**src/rtl/vga_pkg.sv**
```systemverilog
// vga_pkg: shared screen defaults, colour palette, direction decode and box-motion FSM types
package vga_pkg;
  localparam int DEF_H_ACTIVE = 640;
  localparam int DEF_V_ACTIVE = 480;
  typedef struct packed {
    logic [3:0] r;
    logic [3:0] g;
    logic [3:0] b;
  } rgb_t;
  localparam rgb_t PALETTE [8] = '{
    rgb_t'(12'hFFF), rgb_t'(12'hF00), rgb_t'(12'h0F0), rgb_t'(12'h00F),
    rgb_t'(12'hFF0), rgb_t'(12'h0FF), rgb_t'(12'hF0F), rgb_t'(12'hF80)
  };
  typedef enum logic [1:0] {HOLD, POS, NEG} dir_t;
  typedef enum logic [2:0] {IDLE, LATCH, CALC_X, CALC_Y, COMMIT} bm_state_t;
  typedef struct packed {
    logic [9:0] pos;
    logic       hit;
  } step_t;
  function automatic dir_t decode_dir(input logic [1:0] d);
    return d == 2'b01 ? POS : d == 2'b10 ? NEG : HOLD;
  endfunction
  // One axis move with clamping; only an overshoot past either limit counts as a wall hit.
  function automatic step_t advance(input logic [9:0] pos, input dir_t d,
                                    input logic [9:0] step, input logic [9:0] lim);
    logic signed [10:0] n;
    step_t s;
    n = d == POS ? $signed({1'b0, pos}) + $signed({1'b0, step}) :
        d == NEG ? $signed({1'b0, pos}) - $signed({1'b0, step}) : $signed({1'b0, pos});
    s.hit = (n < 11'sd0) || (n > $signed({1'b0, lim}));
    s.pos = n < 11'sd0 ? 10'd0 : s.hit ? lim : n[9:0];
    return s;
  endfunction
endpackage

```
**src/rtl/frame_tick.sv**
```systemverilog
// frame_tick: one-clk pulse on the falling edge of active-low vs; reset parks the history at the asserted level
module frame_tick (
  input  logic clk,
  input  logic rst,
  input  logic vs,
  output logic tick
);
  logic vs_q;
  always_ff @(posedge clk) vs_q <= rst ? 1'b0 : vs;
  assign tick = vs_q & ~vs;
endmodule

```
**src/rtl/box_motion_ctrl.sv**
```systemverilog
// box_motion_ctrl: per-frame box position update with edge clamping and palette advance on wall hits
module box_motion_ctrl
  import vga_pkg::*;
#(
  parameter int H_ACTIVE = DEF_H_ACTIVE,
  parameter int V_ACTIVE = DEF_V_ACTIVE,
  parameter int BOX_SIZE = 32,
  parameter int STEP     = 4,
  parameter int START_X  = 304,
  parameter int START_Y  = 224
) (
  input  logic       clk,
  input  logic       rst,
  input  logic       vs,
  input  logic [1:0] dir_x,
  input  logic [1:0] dir_y,
  output logic [9:0] box_x,
  output logic [9:0] box_y,
  output logic [9:0] box_size,
  output logic [3:0] box_r,
  output logic [3:0] box_g,
  output logic [3:0] box_b
);
  localparam logic [9:0] X_MAX = 10'(H_ACTIVE - BOX_SIZE);
  localparam logic [9:0] Y_MAX = 10'(V_ACTIVE - BOX_SIZE);
  localparam logic [9:0] STEP_W = 10'(STEP);
  bm_state_t state, state_n;
  dir_t dx_q, dy_q;
  step_t sx_q, sy_q;
  logic tick, latch_en, calc_x_en, calc_y_en, commit_en;
  logic [2:0] idx, idx_n;
  frame_tick u_tick (.clk(clk), .rst(rst), .vs(vs), .tick(tick));
  always_ff @(posedge clk) state <= rst ? IDLE : state_n;
  // Ticks outside IDLE are simply not looked at, which drops them.
  always_comb begin
    state_n = state == IDLE   ? (tick ? LATCH : IDLE) :
              state == LATCH  ? CALC_X :
              state == CALC_X ? CALC_Y :
              state == CALC_Y ? COMMIT : IDLE;
  end
  always_comb begin
    latch_en  = state == LATCH;
    calc_x_en = state == CALC_X;
    calc_y_en = state == CALC_Y;
    commit_en = state == COMMIT;
  end
  assign box_size = 10'(BOX_SIZE);
  assign idx_n    = idx + {2'b00, sx_q.hit | sy_q.hit};
  // Both axes and the colour load on the same edge so the drawer never sees a half-update.
  always_ff @(posedge clk) begin
    if (rst) begin
      box_x <= 10'(START_X);
      box_y <= 10'(START_Y);
      idx <= '0;
      {box_r, box_g, box_b} <= PALETTE[0];
      dx_q <= HOLD;
      dy_q <= HOLD;
      sx_q <= '0;
      sy_q <= '0;
    end else begin
      if (latch_en) begin
        dx_q <= decode_dir(dir_x);
        dy_q <= decode_dir(dir_y);
      end
      if (calc_x_en) sx_q <= advance(box_x, dx_q, STEP_W, X_MAX);
      if (calc_y_en) sy_q <= advance(box_y, dy_q, STEP_W, Y_MAX);
      if (commit_en) begin
        box_x <= sx_q.pos;
        box_y <= sy_q.pos;
        idx <= idx_n;
        {box_r, box_g, box_b} <= PALETTE[idx_n];
      end
    end
  end
endmodule
```
**config.mk**
```make
export PLATFORM = sky130hd
export DESIGN_NAME = box_motion_ctrl
export DESIGN_NICKNAME = d
export VERILOG_FILES = /design/src/rtl/vga_pkg.sv /design/src/rtl/frame_tick.sv /design/src/rtl/box_motion_ctrl.sv
export SDC_FILE = /design/constraint.sdc
export NUM_CORES = 1
export LEC_CHECK = 0
export CAP_MARGIN = 10
export CORE_MARGIN = 2
export CORE_UTILIZATION = 50
export CTS_CLUSTER_SIZE = 10
export DETAILED_ROUTE_END_ITERATION = 12
export GPL_ROUTABILITY_DRIVEN = 0
export GPL_TIMING_DRIVEN = 0
export PLACE_DENSITY = 0.85
export SYNTH_ARGS = -nofsm -noshare
export SYNTH_HDL_FRONTEND = slang
export SYNTH_SLANG_ARGS = --single-unit
```
**constraint.sdc**
```tcl
create_clock -name clk -period 2.87 [get_ports clk]
set_clock_uncertainty 0.15 [all_clocks]
set_input_delay 0.574 -clock clk [delete_from_list [all_inputs] [get_ports clk]]
set_output_delay 0.574 -clock clk [all_outputs]
set_load 0.01 [all_outputs]
```
==> flow_summary.toml <==
[cells_and_area]
instances_no_fill = 532
fin_area_um2 = 3910
final_nets = 468
finish.utilization_pct = 64.8
area_growth_syn_to_layout_pct = 23.7
layout_common_cells = "nand2_1, dfxtp_1, clkdlybuf4s50_1, a21oi_1, buf_4"
final_layout_size_suffix_gt1_share_pct = 12.7
final_common_cell = "nand2_1"
number_of_antenna_repair_diodes = 0

[timing]
totalNegativeSetupSlack_ps = 0
slew_violations = 0
rsz0062_at_grt = "false"
min_period_over_period_pct = 87.6
max_slew_margin_vs_limit_pct = 58.5
worst-slew-pin-transition_ps = 622
setup_viol = 0
finalHoldViolCount = 0
fmaxAchievable_mhz = 398
min_period_ps = 2510

[worst_setup_path]
cp.arrival_ps = 2590
worstSetupEndpointType = "register"
timing.setup.critical_path_class = "reg -> reg"
timing.critical_path.required_ps = 2950
startpoint_type = "register"
worst-path-max-fanout = 7
critical_path.max_stage_delay_ps = 580
crit_slowest_cell = "or4bb_1"
critical_path.cell_chain = "inv_1 -> ha_1 -> or4bb_1 -> mux2i_1 -> a311o_1 -> nand3b_1 -> a41oi_2 -> o31a_1"

[synthesis]
synth_enable_flop_cells = 0
yosys_most_used_dff = "dfxtp_1"
postSynthAreaPerCell_um2 = 8.00
synth_async_sr_flop_share_pct = 0
yosysWarningCount = 0
yosysUniqueCellTypes = 63
synthesis.area_um2 = 3160
ys_seq_area_share_pct = 36.1
syn_inst = 395
ys_seq_elements = 57

[job]
max_cap_viol_count = 0

[global_routing]
initial_antenna_violation_count = 0
first_pass_grt_wire_length_um = 12400
grt_start_max_net_pins = 11
global_route.usage.total_pct = 21.5
first_global_vias = 2735
overflow_after_grt = 0

[routing]
routed-via-count = 2959
detail_route.wirelength_um = 7550
drtAntennaViolNets = 0
routed_wire_length_per_instance_um = 14.2
detail_route.drc_violations = 0
first_pass_iters = 4
drt_first_iter_violations = 135
post_drt_via_cell_ratio = 5.56

[die]
io_pins = 49
die_h_um = 83.5
row_count = 28
initial_utilization_pct = 52.4
placeable_core_area_um2 = 6030
fp.dieW_um = 83.5
design.die.area_um2 = 6970

[power]
total_power_mw = 1.85
power.share.combinational_pct = 6.3
vdd.ir_drop.worst_mv = 0.467
cellPowerDensity_nw_per_um2 = 473
share_clk_of_total_power_pct = 50.1
internal_power_mw = 1.45
seqPwrFrac_pct = 43.7
power_switching_share_pct = 21.6
switching_power_mw = 0.399
p_leak_nw = 1.50

[place]
port_buffers = 38
dp_cells = 516
placed_cell_area_um2 = 3660
dpl.hpwl_um = 5390

[clock_network]
hold_buffers = 0
cts.htree.levels = 3
cts_buffers = 9
clock_sink_count = 57
tritoncts = "done"
clkSlewWorstSetupHoldPaths_ps = 70
clk_latency_ps = 340
max-clock-path-buffers = 2
post_cts.resized_instances = 0
cts.repair_timing.setup_buffer_count = 0
root_cell_of_the_clock_tree = "clkbuf_8"

[run_status]
run_status = "finished clean"

[hold_path]
timing.hold.worst.class = "reg -> reg"
[synth_stat cells (7+ instances only)]
cell,count,area [um2]
xnor2_1,8,70.1
nand2_1,82,308
nand3b_1,13,97.6
dfxtp_1,57,1140
buf_4,23,173
o21ai_0,9,45.0
ha_1,9,113
a21oi_1,34,170
inv_1,14,52.6
o21ai_1,7,35.0
xor2_1,9,78.8
nor2_1,17,63.8
nand3_1,10,50.1
clkbuf_1,13,48.8
[layer usage]
layer  vias up  part of all wire [%]  wire (um)  GRT usage (%)
met5         -                     0          0              0
met3        14                   6.3        475           5.14
met2       100                    48       3660           36.7
met4         0                   1.4        104           6.16
met1      1385                    44       3310           27.0
li1       1460                     -          -              -
[state kept, by name (all words and copies together), names as in the netlist]
signal / count
idx: 3
box_g: 2
state: 3
box_r: 1
u_tick.vs_q: 1
dy_q: 2
box_b: 1
box_x: 10
dx_q: 2
sy_q: 11
sx_q: 11
box_y: 10
[final cells by class]
type / instances / area [um2]
buffer: 42 / 250
clock buffer: 11 / 141
clock inverter: 5 / 103
fill: 516 / 2120
inverter: 14 / 52.6
multi-input combinational: 290 / 1740
sequential: 57 / 1140
tap: 75 / 93.8
timing repair buffer: 38 / 380
[path summary, 6_finish.rpt]
| check | slack, ps | cells after the start | startpoint | to |
|---|---|---|---|---|
| worst max-delay path | 360 | 8 | box_y[2] | sy_q[0] |
| worst min-delay path | 290 | 2 | sy_q[10] | box_y[9] |
| worst max register to register | 360 | 8 | box_y[2] | sy_q[0] |
| worst min register to register | 290 | 2 | sy_q[10] | box_y[9] |
[cells by family (layout without fill, tap and decap cells)]
logic type,count (synthesis),count (layout),share of synthesized area (%)
other,2,10,0.238
adder cells (fa/ha/maj),9,9,3.57
multiplexers,2,2,0.674
buffers and inverters,56,110,9.59
AND/OR/NAND/NOR,168,168,27.5
flip-flops,57,57,36.1
XOR/XNOR,17,17,4.71
AO/OA/AOI/OAI,84,84,17.6
[through the flow]
stage / hold WS, ps / worst slack [ps]
floorplan: 270 / 546
detailed placement: 293 / 60.9
finish: 293 / 356
global route: 323 / 240
CTS: 295 / 372
global placement: 280 / 53.6
[worst max-delay path, delay by kind of cell, from the launching register on]
kind	cells	cell delay (ps)
AND/OR/NAND/NOR	2	710
AO/OA/AOI/OAI	3	700
flip-flops	1	390
adder cells (fa/ha/maj)	1	210
multiplexers	1	160
buffers and inverters	1	90
[power groups by stage]
stage               clock [mW]  combinational, mW  sequential [mW]
floorplan                    0             0.0815            0.823
global placement             0              0.111            0.824
detailed placement           0              0.114            0.824
CTS                      0.936              0.115            0.807
global route             0.970              0.127            0.808
finish                   0.925              0.116            0.807
Note: power is estimated with default switching activity, not from simulation.
